### config.mk
export PLATFORM = sky130hd
export DESIGN_NAME = periph_port_rr_arbiter
export DESIGN_NICKNAME = d
export VERILOG_FILES = /design/src/rtl/pulp_cluster_package.sv /design/src/rtl/periph_port_rr_arbiter_rr_next_idx.sv /design/src/rtl/periph_port_rr_arbiter.sv
export SDC_FILE = /design/constraint.sdc
export NUM_CORES = 1
export LEC_CHECK = 0
export ABC_CLOCK_PERIOD_IN_PS = 5900
export CORE_AREA = 3 3 275 277
export DETAILED_ROUTE_END_ITERATION = 7
export DIE_AREA = 0 0 278 280
export GPL_ROUTABILITY_DRIVEN = 0
export SLEW_MARGIN = 0
export SYNTH_ARGS = -nofsm -noshare
export SYNTH_HDL_FRONTEND = slang
export SYNTH_SLANG_ARGS = --single-unit
### constraint.sdc
create_clock -name clk_i -period 5.9 [get_ports clk_i]
set_clock_uncertainty 0.1 [all_clocks]
set_input_delay 1.18 -clock clk_i [delete_from_list [all_inputs] [get_ports clk_i]]
set_output_delay 1.18 -clock clk_i [all_outputs]
set_load 0.03 [all_outputs]
### src/rtl/pulp_cluster_package.sv
// Shared types and constants for the cluster peripheral port arbiter.
package pulp_cluster_package;

    typedef enum logic [1:0] {
        IDLE = 2'd0,
        REQ  = 2'd1,
        RSP  = 2'd2,
        ERR  = 2'd3
    } per_arb_state_e;

    localparam logic [31:0] PER_ARB_ERR_RDATA = 32'hBADACCE5;

endpackage

### src/rtl/periph_port_rr_arbiter_rr_next_idx.sv
// Round-robin pick: first requester strictly after ptr_i, wrapping modulo N.
module rr_next_idx #(
    parameter int unsigned N     = 8,
    parameter int unsigned IDX_W = $clog2(N)
) (
    input  logic [N-1:0]     req_i,
    input  logic [IDX_W-1:0] ptr_i,
    output logic [IDX_W-1:0] idx_o,
    output logic             valid_o
);

    logic [N-1:0] rot;
    int unsigned  base;
    int unsigned  ffs;
    int unsigned  sum;

    always_comb begin
        // Rotate so the slot after ptr_i lands at bit 0; base may equal N (no rotation).
        base = 32'(ptr_i) + 1;
        rot  = N'({req_i, req_i} >> base);
        ffs  = 0;
        for (int unsigned k = N; k > 0; k--) begin
            if (rot[k-1]) begin
                ffs = k - 1;
            end
        end
        sum = base + ffs;
        if (sum >= N) begin
            sum = sum - N;
        end
        idx_o   = IDX_W'(sum);
        valid_o = |req_i;
    end

endmodule

### src/rtl/periph_port_rr_arbiter.sv
// Shares one peripheral target port among NB_INIT initiators: round-robin,
// single outstanding access, response steering and a stall watchdog.
module periph_port_rr_arbiter
    import pulp_cluster_package::*;
#(
    parameter int unsigned NB_INIT        = 8,
    parameter int unsigned ADDR_W         = 32,
    parameter int unsigned DATA_W         = 32,
    parameter int unsigned BE_W           = DATA_W / 8,
    parameter int unsigned TIMEOUT_CYCLES = 256
) (
    input  logic                            clk_i,
    input  logic                            rst_ni,
    input  logic [NB_INIT-1:0]              init_req_i,
    input  logic [NB_INIT-1:0][ADDR_W-1:0]  init_add_i,
    input  logic [NB_INIT-1:0]              init_wen_i,
    input  logic [NB_INIT-1:0][DATA_W-1:0]  init_wdata_i,
    input  logic [NB_INIT-1:0][BE_W-1:0]    init_be_i,
    output logic [NB_INIT-1:0]              init_gnt_o,
    output logic [NB_INIT-1:0]              init_r_valid_o,
    output logic [DATA_W-1:0]               init_r_rdata_o,
    output logic                            init_r_opc_o,
    output logic                            tgt_req_o,
    output logic [ADDR_W-1:0]               tgt_add_o,
    output logic                            tgt_wen_o,
    output logic [DATA_W-1:0]               tgt_wdata_o,
    output logic [BE_W-1:0]                 tgt_be_o,
    input  logic                            tgt_gnt_i,
    input  logic                            tgt_r_valid_i,
    input  logic [DATA_W-1:0]               tgt_r_rdata_i,
    input  logic                            tgt_r_opc_i,
    output logic                            busy_o,
    output logic                            timeout_o
);

    localparam int unsigned      IDX_W    = (NB_INIT > 1) ? $clog2(NB_INIT) : 1;
    localparam int unsigned      CNT_W    = (TIMEOUT_CYCLES > 2) ? $clog2(TIMEOUT_CYCLES) : 1;
    localparam logic [CNT_W-1:0] CNT_LAST = CNT_W'(TIMEOUT_CYCLES - 1);
    localparam logic [IDX_W-1:0] PTR_RST  = IDX_W'(NB_INIT - 1);

    per_arb_state_e    state_q, state_d;
    logic [IDX_W-1:0]  rr_ptr_q, rr_ptr_d;
    logic [IDX_W-1:0]  win_q, win_d;
    logic [ADDR_W-1:0] add_q, add_d;
    logic              wen_q, wen_d;
    logic [DATA_W-1:0] wdata_q, wdata_d;
    logic [BE_W-1:0]   be_q, be_d;
    logic [CNT_W-1:0]  cnt_q, cnt_d;

    logic [IDX_W-1:0]   nxt_idx;
    logic               nxt_vld;
    logic               expire;
    logic               rsp_pass;
    logic               rsp_err;
    logic [NB_INIT-1:0] win_oh;

    rr_next_idx #(
        .N     (NB_INIT),
        .IDX_W (IDX_W)
    ) u_rr_next_idx (
        .req_i   (init_req_i),
        .ptr_i   (rr_ptr_q),
        .idx_o   (nxt_idx),
        .valid_o (nxt_vld)
    );

    assign win_oh   = NB_INIT'(1) << win_q;
    assign expire   = (TIMEOUT_CYCLES != 0) && ((state_q == REQ) || (state_q == RSP))
                      && (cnt_q == CNT_LAST);
    // Watchdog expiry takes precedence over a same-cycle target handshake.
    assign rsp_pass = (state_q == RSP) && !expire && tgt_r_valid_i;
    assign rsp_err  = (state_q == ERR) || ((state_q == RSP) && expire);

    always_comb begin
        state_d  = state_q;
        rr_ptr_d = rr_ptr_q;
        win_d    = win_q;
        add_d    = add_q;
        wen_d    = wen_q;
        wdata_d  = wdata_q;
        be_d     = be_q;
        cnt_d    = cnt_q;
        case (state_q)
            IDLE: begin
                if (nxt_vld) begin
                    state_d = REQ;
                    win_d   = nxt_idx;
                    add_d   = init_add_i[nxt_idx];
                    wen_d   = init_wen_i[nxt_idx];
                    wdata_d = init_wdata_i[nxt_idx];
                    be_d    = init_be_i[nxt_idx];
                    cnt_d   = '0;
                end
            end
            REQ: begin
                cnt_d = cnt_q + 1'b1;
                if (expire) begin
                    state_d = ERR;
                end else if (tgt_gnt_i) begin
                    state_d = RSP;
                end
            end
            RSP: begin
                cnt_d = cnt_q + 1'b1;
                if (expire || tgt_r_valid_i) begin
                    state_d  = IDLE;
                    rr_ptr_d = win_q;
                end
            end
            ERR: begin
                state_d  = IDLE;
                rr_ptr_d = win_q;
            end
            default: state_d = IDLE;
        endcase
    end

    always_ff @(posedge clk_i or negedge rst_ni) begin
        if (!rst_ni) begin
            state_q  <= IDLE;
            rr_ptr_q <= PTR_RST;
            win_q    <= '0;
            add_q    <= '0;
            wen_q    <= 1'b0;
            wdata_q  <= '0;
            be_q     <= '0;
            cnt_q    <= '0;
        end else begin
            state_q  <= state_d;
            rr_ptr_q <= rr_ptr_d;
            win_q    <= win_d;
            add_q    <= add_d;
            wen_q    <= wen_d;
            wdata_q  <= wdata_d;
            be_q     <= be_d;
            cnt_q    <= cnt_d;
        end
    end

    assign tgt_req_o   = (state_q == REQ) && !expire;
    assign tgt_add_o   = add_q;
    assign tgt_wen_o   = wen_q;
    assign tgt_wdata_o = wdata_q;
    assign tgt_be_o    = be_q;

    assign init_gnt_o     = ((state_q == REQ) && (tgt_gnt_i || expire)) ? win_oh : '0;
    assign init_r_valid_o = (rsp_pass || rsp_err) ? win_oh : '0;
    assign init_r_rdata_o = rsp_pass ? tgt_r_rdata_i
                          : (rsp_err ? DATA_W'(PER_ARB_ERR_RDATA) : '0);
    assign init_r_opc_o   = rsp_pass ? tgt_r_opc_i : rsp_err;

    assign busy_o    = (state_q != IDLE);
    assign timeout_o = expire;

endmodule

==> metrics.txt, run 1 <==
run status=complete, no violations; Distinct cells, synth=48; Die H=280 µm; final wirelength=around 56000 µm; drt drc=0; first-pass GRT wire length=around 80000 µm; Final setup viols=0; PortBufs=717; Syn-to-layout area delta=80.6%; FMAX=about 200 MHz; synth warn=0; sequential cell area fraction in the yosys report=between 20% and 30%; Max-Slew Margin vs Limit=36.8%; DRT Pass-1 Iters=6; antenna-violating nets left=0; Pleak=roughly 6.5 nW; Post-synth EDFFs=0; final worst-path setup slack=between 0.8 and 0.9 ns; vias post-DR=around 12000; worst slack, placed=0.548 ns; Seq cells post-synth=85; Slew @ Worst Pin=0.949 ns; H-tree Lvls=3; max cap viols=0; crit share post-route=85.0%; Post-Place Cells=2722; Clock Sinks=between 80 and 90; Cells after Synth=1150; Clock Tree Buf Depth=2; CTS root buf=clkbuf_16; grt ovf=0; Core Box Area=approximately 0.073 mm²; synthesized cell area=~0.011 mm²; Syn Area/Cell=roughly 9 µm²; Nets=about 2400; Fin Setup TNS=0 ns; Total Routing Usage GR=13.8%; CTS resizes=0; DR vias/cell=between 4 and 5; row count=99; RSZ-0062 raised after global routing=no; Power Density=just under 800 mW/mm²; Multi-input gate area=a little under 0.008 mm²; DP HPWL=roughly 45000 µm; WP data required=between 6 and 7 ns; vias in the first global route=~12000; WS Path Type=input pin to register; CTS buffer count=9; starting density of the core=between 10 and 15%; Fin. Hold Viols=0; setup bufs post-CTS=0; CP startpoint kind=input pin; worst-path fanout max=42; wire per inst=20.5 µm; crit path DAT=5.17 ns; fin cells=about 2700; Clk pin slew, worst setup/hold paths=0.07 ns; Die Area=0.0778 mm²; layout cells sized above 1=between 10% and 20%; worst skew pair latency=about 0.38 ns; TritonCTS clock tree=yes; Worst setup EP type=register; Min-Delay Path Class=register to register; IO Count=718; asr flop ratio synth=100%; fillers=7807; Min Clock Period, post-route=around 5.0 ns; largest net degree at the start of global routing=127; initial antenna violation count=3; Die Width=between 200 and 300 µm; 1st-iter DRT viols=771; max-slew violation count=0; syn nets=approximately 1800; ys flop type=dfrtp_1; Sequential Area=approximately 0.0021 mm²; hold-fix buffers at CTS=0; Peak VDD IR=around 0.85 mV
-- stage by stage --
stage / hold slack [ns] / util (%) / instance area (µm²) / total power [W]
after floorplan: 0.385 / - / 10600 / 0.0104
after global placement: 0.361 / 25.7 / 18800 / 0.0146
after detailed placement: 0.368 / 25.7 / 18800 / 0.0147
after CTS: 0.384 / 26.1 / 19000 / 0.0153
after global routing: 0.404 / 26.1 / 19100 / 0.0164
final: 0.379 / 26.1 / 19100 / 0.0151
-- metal layers --
layer  global-route usage, %  share of wire (%)
met5                       0              0.039
met4                    4.24                2.5
met3                    3.65                7.8
met2                    23.4                 49
met1                    17.1                 41
-- flip-flops by register name, summed over array words and instances, names as in the netlist --
name	flops
cnt_q	8
rr_ptr_q	3
state_q	2
tgt_add_o	32
tgt_be_o	4
tgt_wdata_o	32
tgt_wen_o	1
win_q	3
-- worst paths after layout --
kind                                     start  depth (start not counted)  slack (ns)              end
max in group asynchronous               rst_ni                          2        3.79  tgt_wdata_o[18]
worst min register to register  tgt_wdata_o[0]                          2        0.38   tgt_wdata_o[0]
worst max register to register     rr_ptr_q[1]                         14        1.27  tgt_wdata_o[30]
worst max-delay path             init_req_i[5]                         15        0.89  tgt_wdata_o[30]
worst min-delay path            tgt_wdata_o[0]                          2        0.38   tgt_wdata_o[0]
min in group asynchronous               rst_ni                          1        0.74  tgt_wdata_o[15]
-- area by class of cell --
class | instances | area share [%]
Antenna cell | 2 | 0.0263
Clock inverter | 6 | 0.250
Tap cell | 959 | 6.30
Timing Repair Buffer | 753 | 39.9
Sequential cell | 85 | 11.2
Multi-Input combinational cell | 918 | 41.0
Clock buffer | 10 | 1.20
Inverter | 7 | 0.138
-- cell usage in the layout, fill, tap and decap left out, types with 29 or more instances in the layout --
cell type,n
clkdlybuf4s50_1,716
nor2_1,62
mux2_2,37
dfrtp_1,82
nand4_1,143
mux2_1,39
nor3_1,29
or3_1,72
mux4_2,139
nand3_1,139
nand2_1,156
-- synth_stat cells (all sizes together) (2+ instances only) --
master | instances | area, µm²
nand4 | 143 | 895
or4 | 2 | 18.8
a311oi | 2 | 17.5
nand2 | 157 | 589
nor3 | 29 | 145
a31oi | 3 | 18.8
o211ai | 2 | 28.8
dfstp | 3 | 78.8
nor4 | 9 | 62.6
o21ai | 14 | 70.1
nor3b | 8 | 60.1
dfrtp | 82 | 2050
mux2 | 76 | 856
inv | 7 | 26.3
buf | 28 | 224
xnor2 | 2 | 17.5
nand3 | 139 | 696
xor2 | 5 | 43.8
o22ai | 2 | 12.5
clkbuf | 112 | 423
nor2 | 62 | 233
mux4 | 139 | 3130
or3 | 72 | 450
ha | 6 | 75.1
and2 | 13 | 81.3
or2 | 3 | 18.8
mux2i | 5 | 50.1
a21oi | 10 | 50.1
nand2b | 5 | 31.3
-- logic make-up (layout without fill, tap and decap cells) --
logic type,Yosys count,after routing,synth area share (%)
buffers and inverters,147,776,6.38
multiplexers,220,220,38.3
AO/OA/AOI/OAI,39,39,2.38
other,0,2,0
AND/OR/NAND/NOR,645,645,31.3
flip-flops,85,85,20.2
XOR/XNOR,7,7,0.581
adder cells (fa/ha/maj),7,7,0.901
-- worst max-delay path: stages --
cell	delay, ns
clkdlybuf4s50_1	0.55
mux2_2	0.36
o21ai_0	0.17
nand2_1	0.07
o221a_2	0.27
o21ai_0	0.15
a21oi_1	0.12
ha_4	0.17
fa_4	0.84
buf_12	0.23
buf_4	0.28
mux4_2	0.33
nand3_1	0.09
mux2_2	0.16
nand4_1	0.07
-- power by group --
group          switching, W  internal, W
sequential         0.000304     0.000927
clock              0.000310     0.000290
combinational       0.00729      0.00600
(Power assumes the default switching activity.)
==> run 2: changes to the inputs <==
ABC_CLOCK_PERIOD_IN_PS = 4890   (was 5900)
clock period = 4.89 ns   (was 5.9 ns; I/O delays follow)
==> run 2 against run 1 <==
Effect of this change:
- clock-buffer cell count is 1 lower
- global-route usage increased by 0.44 points
- routed wire length grew 2.4%
- register-to-register slack worse by 0.91 ns
- largest cell class is now non-clock buffers
- largest power group unchanged
==> metrics.txt, run 2 (synthesis gave the netlist of run 1 again) <==
CTS resizes=0 (unchanged); WP data required=5.04 ns (-1.01 ns); Slew @ Worst Pin=0.937 ns (-0.0119 ns); TritonCTS clock tree=yes; PortBufs=717 (unchanged); DR vias/cell=4.47 (about the same); RSZ-0062 raised after global routing=no; Die Area=0.0778 mm² (unchanged); Fin Setup TNS=0 ns (unchanged); Clock Tree Buf Depth=2 (unchanged); Die Width=278 µm (unchanged); DP HPWL=47500 µm (+4.5%); antenna-violating nets left=0 (unchanged); worst-path fanout max=19 (-55%); max cap viols=0 (unchanged); H-tree Lvls=3 (unchanged); final wirelength=57500 µm (+2.4%); initial antenna violation count=7 (+4); Peak VDD IR=0.986 mV (+16%); Final setup viols=0 (unchanged); Sequential Area=0.00213 mm² (unchanged); Min-Delay Path Class=register to register; DP Area=0.0193 mm² (+3.0%); first-pass GRT wire length=81700 µm (+2.5%); 1st-iter DRT viols=743 (-3.6%); Multi-input gate area=0.00782 mm² (unchanged); Pleak=6.84 nW (+5.5%); IO Count=718 (unchanged); worst skew pair latency=0.37 ns (about the same); routed wl met2=28100 µm (+2.7%); slowest CP cell=fa_4; fillers=7777 (-0.38%); Die H=280 µm (unchanged); row count=99 (unchanged); layout cells sized above 1=17.0% (+3.1 points); post-route cell area=0.0197 mm² (+3.2%); Syn-to-layout area delta=86.3%; Clk pin slew, worst setup/hold paths=0.07 ns (about the same); Nets=2444 (+2.8%); CTS buffer count=9 (unchanged); Max-Slew Margin vs Limit=37.0% (+0.22 points); Buf/Inv on CP=3 (unchanged); Min Clock Period, post-route=4.74 ns; drt drc=0 (unchanged); Total Routing Usage GR=14.2% (+0.44 points); vias in the first global route=12400 (+4.2%); grt ovf=0 (unchanged); metal3 WL=4430 µm (+1.0%); Power Density=997 mW/mm² (+26%); CP startpoint kind=input pin; starting density of the core=14.4% (unchanged); WHS=0.379 ns (-0.00000500 ns); DRT Pass-1 Iters=5 (-1); WS Path Type=input pin to register; wire per inst=20.5 µm (-0.12%); max-slew violation count=0 (unchanged); Clock Sinks=85 (unchanged); CP top delay family=adder cells; largest net degree at the start of global routing=161 (+27%); CTS root buf=clkbuf_16; setup bufs post-CTS=0 (unchanged); run status=complete, no violations; most common cell after layout, fill and taps aside=clkdlybuf4s50_1; worst-path cell chain=clkdlybuf4s50_1 -> mux2_2 -> o21ai_0 -> nand2_1 -> o221a_2 -> o21ai_0 -> a21oi_1 -> ha_4 -> fa_4 -> buf_12 -> buf_4 -> mux4_2 -> nand3_1 -> mux2_1 -> nand4_1; Core Box Area=0.0731 mm² (unchanged); vias post-DR=12600 (+2.6%); commonest cells after routing, fill and taps aside=clkdlybuf4s50_1, nand2_1, nand4_1; DR top layer=met5; met1 WL=23600 µm (+2.7%); Worst setup EP type=register; crit path DAT=4.88 ns (-0.29 ns); critical path's largest stage delay=0.83 ns (about the same); hold-fix buffers at CTS=0 (unchanged); cell mode on critical path=o21ai_0; FMAX=about 210 MHz; crit share post-route=96.9%; Fin. Hold Viols=0 (unchanged)
[run 2: per-stage QoR]
| stage | power [W] | instances | util, % | setup slack (ns) |
|---|---|---|---|---|
| after CTS | 0.0199 | 2804 | 26.9 | 0.186 |
| after global routing | 0.0212 | 2805 | 26.9 | 0.0295 |
| final | 0.0196 | 2809 | 26.9 | 0.153 |
| after global placement | 0.0190 | 2788 | 26.5 | -0.274 |
| after detailed placement | 0.0191 | 2788 | 26.5 | -0.239 |
| after floorplan | 0.0126 | 1150 | - | 0.490 |
[run 2: area by class of cell]
class / count / area share [%]
timing repair buffer: 819 / 41.5
multi-input combinational: 918 / 39.8
sequential: 85 / 10.8
tap: 959 / 6.10
clock buffer: 9 / 1.15
clock inverter: 7 / 0.382
inverter: 7 / 0.134
antenna: 5 / 0.0637
[run 2: tightest hold or removal path, delay by kind of cell (launching register included)]
family,cells,cell delay [ns]
flops,1,0.34
simple gates,2,0.11
[run 2: report_power, final]
part           internal, W  switching [W]
logic              0.00821        0.00915
clock network     0.000399       0.000364
registers          0.00112       0.000346
[run 2: routing by layer]
layer / global-route usage, % / vias up
met4: 4.47 / 6
met5: 0 / -
met2: 24.3 / 570
met1: 17.4 / 6092
li1: - / 5840
met3: 3.83 / 49
[run 2: path summary, 6_finish.rpt]
kind,startpoint,end,slack [ns],cells past startpoint
setup / recovery,init_req_i[5],tgt_wdata_o[5],0.15,15
hold / removal,tgt_add_o[23],tgt_add_o[23],0.38,2
setup reg to reg,rr_ptr_q[1],tgt_wdata_o[5],0.36,13
hold reg to reg,tgt_add_o[23],tgt_add_o[23],0.38,2
max in group asynchronous,rst_ni,rr_ptr_q[1],3.38,2
min in group asynchronous,rst_ni,tgt_wdata_o[20],0.52,1
==> run 3: changes to the inputs <==
SKIP_CTS_REPAIR_TIMING = 1   (was unset)
==> results of run 3 <==
Same layout as run 2: the final DEF is identical, and so are final timing and power.
